`src/rtl/fetch_stage_if.sv`:
```
// Fetch-stage bus: instruction-memory port, decode handshake, redirect
// and status. master = fetch_stage, slave = memory/decoder/control side.
interface fetch_stage_if;
    logic        imem_en;
    logic [31:0] w_imem_addr_32;
    logic [31:0] w_imem_data_in_32;
    logic        instr_valid;
    logic        decode_ready;
    logic [31:0] w_instr_out_32;
    logic [31:0] w_pc_out_32;
    logic        redirect;
    logic [31:0] w_redirect_pc_32;
    logic        misalign_err;
    logic [31:0] w_retired_count_32;

    modport master (
        output imem_en,
        output w_imem_addr_32,
        input  w_imem_data_in_32,
        output instr_valid,
        input  decode_ready,
        output w_instr_out_32,
        output w_pc_out_32,
        input  redirect,
        input  w_redirect_pc_32,
        output misalign_err,
        output w_retired_count_32
    );

    modport slave (
        input  imem_en,
        input  w_imem_addr_32,
        output w_imem_data_in_32,
        input  instr_valid,
        output decode_ready,
        input  w_instr_out_32,
        input  w_pc_out_32,
        output redirect,
        output w_redirect_pc_32,
        input  misalign_err,
        input  w_retired_count_32
    );
endinterface

```
`src/rtl/fetch_stage.sv`:
```
// Instruction fetch: PC, one-cycle-latency imem reads, 2-entry output FIFO.
// Ports: clock, reset (sync, active-low), bus (fetch_stage_if.master).
module fetch_stage #(
    parameter logic [31:0] PC_BASE_ADDR = 32'h80020000
) (
    input  logic          clock,
    input  logic          reset,
    fetch_stage_if.master bus
);
    localparam logic [1:0] EMPTY = 2'd0;
    localparam logic [1:0] ONE   = 2'd1;

    logic [31:0] pc_q, pc_d;
    logic        inflight_q, inflight_d;
    logic [31:0] inflight_pc_q, inflight_pc_d;
    logic [1:0]  count_q, count_d;
    logic        head_q, head_d;
    logic        misalign_q, misalign_d;
    logic [31:0] retired_q, retired_d;
    logic [31:0] instr_q [2];
    logic [31:0] ipc_q   [2];

    logic        valid;
    logic        pop;
    logic        capture;
    logic        issue;
    logic [2:0]  occ;
    logic        wr_idx;

    assign valid   = (count_q != EMPTY);
    assign pop     = valid & bus.decode_ready;
    // Slots already committed after this cycle's pop; never issue past 2.
    assign occ     = {1'b0, count_q} + {2'b00, inflight_q}
                   - {2'b00, pop};
    assign issue   = reset & ~bus.redirect & (occ < 3'd2);
    assign capture = inflight_q & ~bus.redirect;
    // Tail slot; FULL never captures, so only EMPTY/ONE matter.
    assign wr_idx  = (count_q == ONE) ? ~head_q : head_q;

    always_comb begin
        pc_d          = pc_q;
        inflight_d    = issue;
        inflight_pc_d = inflight_pc_q;
        count_d       = count_q + {1'b0, capture} - {1'b0, pop};
        head_d        = head_q ^ pop;
        misalign_d    = misalign_q;
        retired_d     = retired_q + {31'd0, pop};
        if (issue) begin
            pc_d          = pc_q + 32'd4;
            inflight_pc_d = pc_q;
        end
        if (bus.redirect) begin
            pc_d       = {bus.w_redirect_pc_32[31:2], 2'b00};
            inflight_d = 1'b0;
            count_d    = EMPTY;
            head_d     = 1'b0;
            if (bus.w_redirect_pc_32[1:0] != 2'b00) begin
                misalign_d = 1'b1;
            end
        end
    end

    always_ff @(posedge clock) begin
        if (!reset) begin
            pc_q          <= PC_BASE_ADDR;
            inflight_q    <= 1'b0;
            inflight_pc_q <= 32'd0;
            count_q       <= EMPTY;
            head_q        <= 1'b0;
            misalign_q    <= 1'b0;
            retired_q     <= 32'd0;
        end else begin
            pc_q          <= pc_d;
            inflight_q    <= inflight_d;
            inflight_pc_q <= inflight_pc_d;
            count_q       <= count_d;
            head_q        <= head_d;
            misalign_q    <= misalign_d;
            retired_q     <= retired_d;
        end
    end

    // Payload needs no reset: head outputs are masked while EMPTY.
    always_ff @(posedge clock) begin
        if (reset && capture) begin
            instr_q[wr_idx] <= bus.w_imem_data_in_32;
            ipc_q[wr_idx]   <= inflight_pc_q;
        end
    end

    assign bus.imem_en            = issue;
    assign bus.w_imem_addr_32     = pc_q - PC_BASE_ADDR;
    assign bus.instr_valid        = valid;
    assign bus.w_instr_out_32     = valid ? instr_q[head_q] : 32'd0;
    assign bus.w_pc_out_32        = valid ? ipc_q[head_q] : 32'd0;
    assign bus.misalign_err       = misalign_q;
    assign bus.w_retired_count_32 = retired_q;
endmodule

```
`src/flat_wrapper.sv`:
```
// flat-port wrapper written by rule: the top's interface ports become plain ports
module fetch_stage_flat 
#(
    parameter logic [31:0] PC_BASE_ADDR = 32'h80020000
)
  (clock, reset, bus_imem_en, bus_w_imem_addr_32, bus_w_imem_data_in_32, bus_instr_valid, bus_decode_ready, bus_w_instr_out_32, bus_w_pc_out_32, bus_redirect, bus_w_redirect_pc_32, bus_misalign_err, bus_w_retired_count_32);
  fetch_stage_if bus_i ();
  input  logic clock;
  input  logic reset;
  output wire logic [$bits(bus_i.imem_en)-1:0] bus_imem_en;
  output wire logic [$bits(bus_i.w_imem_addr_32)-1:0] bus_w_imem_addr_32;
  input wire logic [$bits(bus_i.w_imem_data_in_32)-1:0] bus_w_imem_data_in_32;
  output wire logic [$bits(bus_i.instr_valid)-1:0] bus_instr_valid;
  input wire logic [$bits(bus_i.decode_ready)-1:0] bus_decode_ready;
  output wire logic [$bits(bus_i.w_instr_out_32)-1:0] bus_w_instr_out_32;
  output wire logic [$bits(bus_i.w_pc_out_32)-1:0] bus_w_pc_out_32;
  input wire logic [$bits(bus_i.redirect)-1:0] bus_redirect;
  input wire logic [$bits(bus_i.w_redirect_pc_32)-1:0] bus_w_redirect_pc_32;
  output wire logic [$bits(bus_i.misalign_err)-1:0] bus_misalign_err;
  output wire logic [$bits(bus_i.w_retired_count_32)-1:0] bus_w_retired_count_32;
  assign bus_imem_en = bus_i.imem_en;
  assign bus_w_imem_addr_32 = bus_i.w_imem_addr_32;
  assign bus_i.w_imem_data_in_32 = bus_w_imem_data_in_32;
  assign bus_instr_valid = bus_i.instr_valid;
  assign bus_i.decode_ready = bus_decode_ready;
  assign bus_w_instr_out_32 = bus_i.w_instr_out_32;
  assign bus_w_pc_out_32 = bus_i.w_pc_out_32;
  assign bus_i.redirect = bus_redirect;
  assign bus_i.w_redirect_pc_32 = bus_w_redirect_pc_32;
  assign bus_misalign_err = bus_i.misalign_err;
  assign bus_w_retired_count_32 = bus_i.w_retired_count_32;
  fetch_stage #(.PC_BASE_ADDR(PC_BASE_ADDR)) u_core (.clock(clock), .reset(reset), .bus(bus_i));
endmodule
```
`config.mk`:
```
export PLATFORM = sky130hd
export DESIGN_NAME = fetch_stage_flat
export DESIGN_NICKNAME = d
export VERILOG_FILES = /design/src/rtl/fetch_stage_if.sv /design/src/rtl/fetch_stage.sv /design/src/flat_wrapper.sv
export SDC_FILE = /design/constraint.sdc
export NUM_CORES = 1
export LEC_CHECK = 0
export ABC_AREA = 1
export BUFFER_PORTS_ARGS = -buffer_cell sky130_fd_sc_hd__buf_2
export CAP_MARGIN = 20
export CORE_MARGIN = 1.5
export CORE_UTILIZATION = 50
export DETAILED_ROUTE_END_ITERATION = 6
export PLACE_DENSITY_LB_ADDON = 0.08
export SLEW_MARGIN = 20
export SYNTH_ARGS = -nofsm -noshare
export SYNTH_HDL_FRONTEND = slang
export SYNTH_SLANG_ARGS = --single-unit
```
`constraint.sdc`:
```
create_clock -name clock -period 18.8 [get_ports clock]
set_clock_uncertainty 0.15 [all_clocks]
set_input_delay 4.7 -clock clock [delete_from_list [all_inputs] [get_ports clock]]
set_output_delay 4.7 -clock clock [all_outputs]
set_load 0.005 [all_outputs]
```
# After elaboration in Yosys (flattened, before gate mapping)
# Memories as Yosys holds them, arrays and structs flattened. A register that Yosys moved wholly into a read port is not among the register bits.
# Cells that the tools add are included.
# W data, S select, Z words.
op_classes:
  n_addsub: 7
  magnitude_cmp: 1
  n_eq_ne: 1
  mux: 9
  bitwise: 8
  reduce_logical: 6
op_table:
  columns: ["op", "count"]
  rows:
  - ["$mux W32", 4]
  - ["$add A32 B1 Y32", 1]
  - ["$add A32 B3 Y32 const B", 1]
  - ["$sub A32 B32 Y32 const B", 1]
  - ["$reduce_bool A2 Y1", 3]
  - ["$mux W1", 5]
  - ["$and A1 B1 Y1", 4]
  - ["$add A2 B1 Y3", 1]
  - ["$lt A3 B2 Y1 const B", 1]
  - ["$not A1 Y1", 3]
  - ["$sub A3 B1 Y3", 1]
  - ["$add A2 B1 Y2", 1]
  - ["$eq A2 B1 Y1 const B", 1]
  - ["$reduce_and A2 Y1", 1]
  - ["$reduce_or A2 Y1", 1]
  - ["$sub A2 B1 Y2", 1]
  - ["$logic_and A1 B1 Y1", 1]
  - ["$xor A1 B1 Y1", 1]
word_totals:
  reg_bits: 101
  mem_bits_rw: 128
  inputBits: 68
  out_inout_bits: 131
  word_cells: 42
  mem_count: 2
mem_list:
  columns: ["memory", "words", "width", "read_ports", "rd_ports_with_merged_regs", "write_ports", "line", "rtl"]
  rows:
  - ["u_core.instr_q", 2, 32, 1, 1, 1, "fetch_stage.sv:20", "logic [31:0] instr_q [2];"]
  - ["u_core.ipc_q", 2, 32, 1, 1, 1, "fetch_stage.sv:21", "logic [31:0] ipc_q [2];"]

# Longest topological paths before layout
# Gate-level depths: netlist of run 1.
logic_depth:
  ltp_word: 7
  depth_mapped: 16

# Least setup slack after synthesis of run 1
# No wires, ideal clock.
synth_path:
  path_type: "input to output"
  from: "in bus_decode_ready"
  to: "out bus_imem_en"
  arrival_time_ns: 6.403
  t_required_ns: 13.950
  setup_slack_ns: 7.547
  cell_stages: 10
  n_path_buf: 1
  cell_sequence: "nand2_1 inv_1 ha_1 or2_2 fa_1 inv_1 nor2_2 nand2_4 inv_2 buf_2"
synth_via:
  elab_chain_len: 4
synth_lines:
  columns: ["element", "line", "rtl"]
  rows:
  - ["start, declared", "flat_wrapper.sv:14", "input wire logic [$bits(bus_i.decode_ready)-1:0] bus_decode_ready;"]
  - ["$and A1 B1 Y1", "fetch_stage.sv:31", "assign pop = valid & bus.decode_ready;"]
  - ["$sub A3 B1 Y3", "fetch_stage.sv:34", "- {2'b00, pop};"]
  - ["$lt A3 B2 Y1", "fetch_stage.sv:35", "assign issue = reset & ~bus.redirect & (occ < 3'd2);"]
  - ["$and A1 B1 Y1", "fetch_stage.sv:35", null]
  - ["end, declared", "flat_wrapper.sv:10", "output wire logic [$bits(bus_i.imem_en)-1:0] bus_imem_en;"]
# No other way between the ends.

# Worst setup path in the final report of run 1
# Same ends and word-level chain as after synthesis.

==> results of run 1 <==
==> area by class of cell <==
type | count | area share
clock buffers | 36 | 0.0620
clock inverters | 10 | 0.0140
inverters | 108 | 0.0336
multi-input cells | 802 | 0.308
flip-flops and latches | 221 | 0.469
well taps | 265 | 0.0275
repair buffers | 202 | 0.0854
==> power groups by stage <==
stage | logic, mW | registers (mW) | clock network (mW)
6_report | 0.0757 | 0.538 | 0.527
5_1_grt | 0.0858 | 0.540 | 0.554
4_1_cts | 0.0761 | 0.538 | 0.537
3_5_place_dp | 0.0756 | 0.548 | 0
3_3_place_gp | 0.0748 | 0.548 | 0
2_1_floorplan | 0.0505 | 0.543 | 0
==> stage by stage <==
step | power, mW | instance area, sq um | utilization | cells
finish | 1.14 | 12100 | 0.614 | 1644
global placement | 0.623 | 11200 | 0.567 | 1598
CTS | 1.15 | 12100 | 0.614 | 1644
global route | 1.18 | 12100 | 0.614 | 1644
floorplan | 0.594 | 10100 | - | 1197
detailed placement | 0.624 | 11200 | 0.567 | 1598
==> flip-flops by register name, indices dropped and copies added (netlist names) <==
name	count
u_core.bus.w_retired_count_32	32
u_core.bus.misalign_err	1
u_core.head_q	1
u_core.ipc_q	60
u_core.inflight_pc_q	30
u_core.instr_q	64
u_core.pc_q	30
u_core.count_q	2
u_core.inflight_q	1
==> cell usage after synthesis, types with 6 or more instances <==
cell / n / area share
nand3b_1: 6 / 0.0045
buf_1: 8 / 0.0030
inv_1: 104 / 0.039
nor3_1: 13 / 0.0064
buf_4: 21 / 0.016
nand3_1: 52 / 0.026
o21ai_0: 27 / 0.013
ha_1: 8 / 0.0099
dfxtp_1: 97 / 0.19
xor2_1: 22 / 0.019
a211oi_1: 13 / 0.0097
a21oi_1: 116 / 0.057
edfxtp_1: 124 / 0.37
nor2_2: 6 / 0.0037
nand2_1: 347 / 0.13
nand4_1: 11 / 0.0068
o21ai_1: 19 / 0.0094
nor2_1: 131 / 0.049
buf_2: 14 / 0.0069
clkbuf_1: 23 / 0.0085
==> per-layer routing <==
metal	track usage	wire, um
met1	0.340	12000
met2	0.376	11200
met3	0.0440	1740
met4	0.0490	360
met5	0	0
==> worst min path at each step <==
stage	to	depth (start not counted)	start	slack, ps
floorplan	u_core.ipc_q[0][10]$_DFFE_PP_	0	u_core.inflight_pc_q[10]$_SDFFE_PN0P_	270
global placement	u_core.ipc_q[0][15]$_DFFE_PP_	0	u_core.inflight_pc_q[15]$_SDFFE_PN0P_	280
detailed placement	u_core.ipc_q[0][13]$_DFFE_PP_	0	u_core.inflight_pc_q[13]$_SDFFE_PN0P_	290
CTS	u_core.ipc_q[1][14]$_DFFE_PP_	0	u_core.inflight_pc_q[14]$_SDFFE_PN0P_	300
global route	u_core.ipc_q[0][16]$_DFFE_PP_	0	u_core.inflight_pc_q[16]$_SDFFE_PN0P_	310
finish	u_core.ipc_q[1][23]$_DFFE_PP_	0	u_core.inflight_pc_q[23]$_SDFFE_PN0P_	300
==> cells in the final DEF, fill, tap and decap left out, drive strengths merged, types with 5 or more instances in the layout <==
cell      n
edfxtp  124
nand3b    6
nor2    137
buf     202
a21oi   117
clkbuf   36
nand2   350
nand4    11
a211oi   13
nand3    53
o21ai    46
inv     109
xor2     22
nor3     15
clkinv    5
ha        8
dfxtp    97
==> cell families after synthesis <==
| logic type | Yosys count |
|---|---|
| simple gates | 577 |
| flops | 221 |
| compound gates | 187 |
| xor+xnor | 25 |
| buf+inv | 174 |
| fa+ha+maj | 9 |
| other cells | 1 |
==> impl_metrics.csv, run 1 <==
group,metric,value,unit
place,port-buffer-count,194,
logic_synthesis,synth_top_family_by_area,"simple AND/OR/NAND/NOR gates",
clock_network,cts_root_buf,"clkbuf_16",
logic_synthesis,avgSynthCellArea,8.47,sq um
setup_path,end_kind,"output port",
logic_synthesis,synth-simple-area-share,0.233,
die,dieArea,21100,sq um
setup_path,worstReg2RegStart,"u_core.count_q[1]$_SDFF_PN0_",
setup_path,start_kind,"primary input",
timing,setup_viol,0,
run,maxCapViolCount,0,
setup_path,r2r-end,"u_core.pc_q[19]$_SDFFE_PN0P_",
timing,min_period,11400,ps
die,coreArea,19700,sq um
final_layout,ff_latch_area,5670,sq um
timing,slew_violations,0,
setup_path,cp_cell_sequence,"buf_2 -> nand2_1 -> inv_1 -> ha_1 -> or2_2 -> fa_1 -> inv_1 -> nor2_2 -> nand2_4 -> inv_2 -> buf_2",
routing,wirelength,25200,um
routing,drc,0,
setup_path,cp.buffers_inverters,5,
setup_path,endpoint,"bus_imem_en",
timing,finalHoldViolations,0,
setup_path,worstPathRequired,13950,ps
setup_path,reg2reg_slack,15080,ps
global_route,first_global_vias,7808,
clock_network,holdBufCountCts,0,
timing,fmax,87.7,MHz
setup_path,worstSetupPathType,"in -> out",
place,dp_hpwl,17000,um
routing,vias,8323,
clock_network,post_cts_resized,0,
power,p_switching,0.254,mW
power,pwr-share-comb,0.066,
final_layout,fillerInstances,1789,
setup_path,cpPeakStageDelay,490,ps
final_layout,multiInputGateArea,3720,sq um
routing,dr.pass1.iters,5,
place,pre_cts_ws,7400,ps
logic_synthesis,synth_cells,1194,
clock_network,cts_tree,"yes",
clock_network,clk_pin_slew,60,ps
setup_path,path_depth,11,
power,seqPwrFrac,0.472,
die,die_w,145,um
final_layout,area_delta_synth_final,19.4,%
final_layout,n_antenna_cell,0,
routing,via_per_inst,5.06,
die,num_rows,51,
die,ios,199,
logic_synthesis,synth_compound_area_frac,0.0984,
logic_synthesis,synth-xor-area-share,0.0217,
worst_hold_path,holdCritPathClass,"reg -> reg",
global_route,track_usage,0.237,
final_layout,drive_gt1_frac,0.194,
global_route,overflow,0,
timing,rsz0062_at_grt,"false",
power,peakVddDrop,0.0659,mV
setup_path,slowest_stage,"fa_1",
timing,setup_slack,7400,ps
die,die_height,145,um
logic_synthesis,synth_area,10100,sq um
clock_network,clock_latency,530,ps
logic_synthesis,synth_cell_types,37,
logic_synthesis,synth-edff-count,124,
place,place_congestion,0.912,
logic_synthesis,postSynthRegisterBits,221,
clock_network,clkSinkCount,221,
routing,final_antenna_net_count,0,
routing,drt_iter0_drc,577,
timing,relSlewSlack,0.438,
setup_path,worstRegToRegCells,16,
logic_synthesis,synth_mux_area_frac,0,
logic_synthesis,async_reset_ff_frac,0,
setup_path,crit_family,"adder cells",
timing,setup_tns,0,ps
power,powerDensity,94.5,nW/um^2
run_status,status,"finished, final reports clean",
timing,hold_slack,300,ps
clock_network,cts_made_buffers,25,
setup_path,crit_start,"bus_decode_ready",
timing,finalCritPeriodShare,0.606,
clock_network,cts_setup_buffers,0,
clock_network,clock_path_buffers,3,
die,initial_core_util,0.514,
global_route,grt_pass1_wl,40600,um
global_route,grt_antenna_before_repair,0,
setup_path,worstPathArrival,6550,ps
logic_synthesis,ys_seq_area_frac,0.560,
power,p_int,0.887,mW
logic_synthesis,yosys_warnings,0,
power,swShare,0.223,
routing,wl_per_cell,15.4,um
clock_network,cts.htree.levels,1,
logic_synthesis,synth_ff_type,"edfxtp_1",
power,clkPwrFrac,0.462,
power,p_leak,5.10,nW
setup_path,path_max_fanout,16,
logic_synthesis,synth_fa_ha_area_frac,0.0119,
timing,tightest_slew,841,ps
global_route,grt_max_degree,81,
final_layout,final_nets,1437,
Power figures use the tool's default switching activity.
==> run 2, diff against run 1 <==
Clock period 18.8 ns to 11.9 ns, I/O delays scaled along.
==> impl_metrics.csv, run 2 (same netlist as run 1, synthesis figures left out) <==
group,metric,value,unit
timing,tightest_slew,846,ps
setup_path,crit_family,"adder cells",
worst_hold_path,holdCritPathClass,"reg -> reg",
place,dp_hpwl,17100,um
global_route,grt_pass1_wl,40500,um
clock_network,cts.htree.levels,1,
timing,setup_tns,0,ps
power,p_switching,0.401,mW
final_layout,largest_reg_flops,64,
worst_hold_path,whs_path_depth,0,
setup_path,crit_start,"bus_decode_ready",
routing,wl_per_cell,15.4,um
run_status,status,"finished, final reports clean",
die,die_w,145,um
routing,dr.pass1.iters,5,
setup_path,path_max_fanout,16,
die,dieArea,21100,sq um
timing,finalHoldViolations,0,
timing,setup_viol,0,
die,die_height,145,um
setup_path,worstSetupPathType,"in -> out",
clock_network,holdBufCountCts,0,
place,place_area,11200,sq um
global_route,first_global_vias,7867,
final_layout,drive_gt1_frac,0.191,
routing,final_antenna_net_count,0,
setup_path,worstRegToRegCells,16,
setup_path,end_kind,"output port",
global_route,overflow,0,
timing,fmax,126,MHz
setup_path,cp.buffers_inverters,5,
setup_path,reg2reg_slack,8150,ps
clock_network,cts_root_buf,"clkbuf_16",
power,p_int,1.27,mW
setup_path,cpPeakStageDelay,480,ps
die,coreArea,19700,sq um
final_layout,area_delta_synth_final,17.8,%
place,port-buffer-count,194,
clock_network,cts_setup_buffers,0,
timing,relSlewSlack,0.435,
setup_path,worstPathArrival,4830,ps
clock_network,clock_latency,520,ps
global_route,grt_max_degree,81,
clock_network,cts_tree,"yes",
timing,min_period,7950,ps
setup_path,r2r-end,"u_core.pc_q[19]$_SDFFE_PN0P_",
worst_hold_path,min_to,"u_core.ipc_q[0][25]$_DFFE_PP_",
final_layout,n_antenna_cell,0,
final_layout,top_register,"u_core.instr_q",
final_layout,fin_area,11900,sq um
worst_hold_path,hp-start,"u_core.inflight_pc_q[25]$_SDFFE_PN0P_",
routing,vias,8329,
final_layout,final_nets,1436,
final_layout,final_cell_mix,"nand2_1 (347), buf_2 (194), nor2_1 (130)",
power,p_leak,5.01,nW
routing,drt_iter0_drc,413,
power,clkPwrFrac,0.420,
power,power,1.67,mW
run,maxCapViolCount,0,
clock_network,clkSinkCount,221,
power,seqPwrFrac,0.509,
global_route,track_usage,0.235,
place,place_congestion,0.900,
setup_path,worstPathRequired,8780,ps
power,peakVddDrop,0.103,mV
timing,hold_slack,298,ps
setup_path,cp_cell_sequence,"buf_2 -> nand2_1 -> inv_1 -> ha_1 -> or2_2 -> fa_1 -> inv_1 -> nor2_2 -> nand2_4 -> inv_2 -> buf_2",
clock_network,clock_path_buffers,3,
power,swShare,0.240,
routing,drc,0,
setup_path,worstReg2RegStart,"u_core.count_q[1]$_SDFF_PN0_",
clock_network,cts_made_buffers,24,
timing,finalCritPeriodShare,0.668,
die,initial_core_util,0.514,
timing,slew_violations,0,
clock_network,clk_pin_slew,60,ps
setup_path,start_kind,"primary input",
timing,rsz0062_at_grt,"false",
die,ios,199,
setup_path,slowest_stage,"fa_1",
clock_network,post_cts_resized,0,
routing,wirelength,25300,um
routing,via_per_inst,5.07,
die,num_rows,51,
final_layout,final_common_cell,"nand2_1",
global_route,grt_antenna_before_repair,0,
power,pwr-share-comb,0.072,
power,powerDensity,141,nW/um^2
## run 2: final cells by class
type	instances	area, sq um
clock buffers	32	671
clock inverters	12	80.1
fillers	1812	7750
inverters	108	405
multi-input cells	802	3720
flip-flops and latches	221	5670
well taps	265	332
repair buffers	202	1030
## run 2: worst max path at each step
stage                                                 to  slack [ps]  cells past startpoint
final                                        bus_imem_en        3950                     11
after global placement                       bus_imem_en        3980                     11
after floorplan           u_core.instr_q[1][0]$_DFFE_PP_        3700                      3
after global routing                         bus_imem_en        3850                     11
after detailed placement                     bus_imem_en        3930                     11
after CTS                                    bus_imem_en        3930                     11
## run 2: metal layers
metal / up-vias / routed length [um] / part of all wire / global-route usage
li1: 4232 / - / - / -
met1: 3803 / 12100 / 0.48 / 0.346
met2: 258 / 11200 / 0.44 / 0.367
met3: 36 / 1530 / 0.060 / 0.0358
met4: 0 / 460 / 0.018 / 0.0541
met5: - / 0 / 0 / 0
## run 2: power groups by stage
stage	registers (mW)	clock network (mW)	logic, mW
after floorplan	0.858	0	0.0798
after global placement	0.866	0	0.117
after detailed placement	0.867	0	0.120
after CTS	0.851	0.714	0.120
after global routing	0.853	0.741	0.135
final	0.851	0.702	0.120
## run 2: per-stage QoR
step,instances,util,worst slack [ps]
4_1_cts,1642,0.606,3930
3_5_place_dp,1598,0.567,3930
3_3_place_gp,1598,0.567,3980
5_1_grt,1642,0.606,3850
6_report,1642,0.606,3950
2_1_floorplan,1197,-,3700
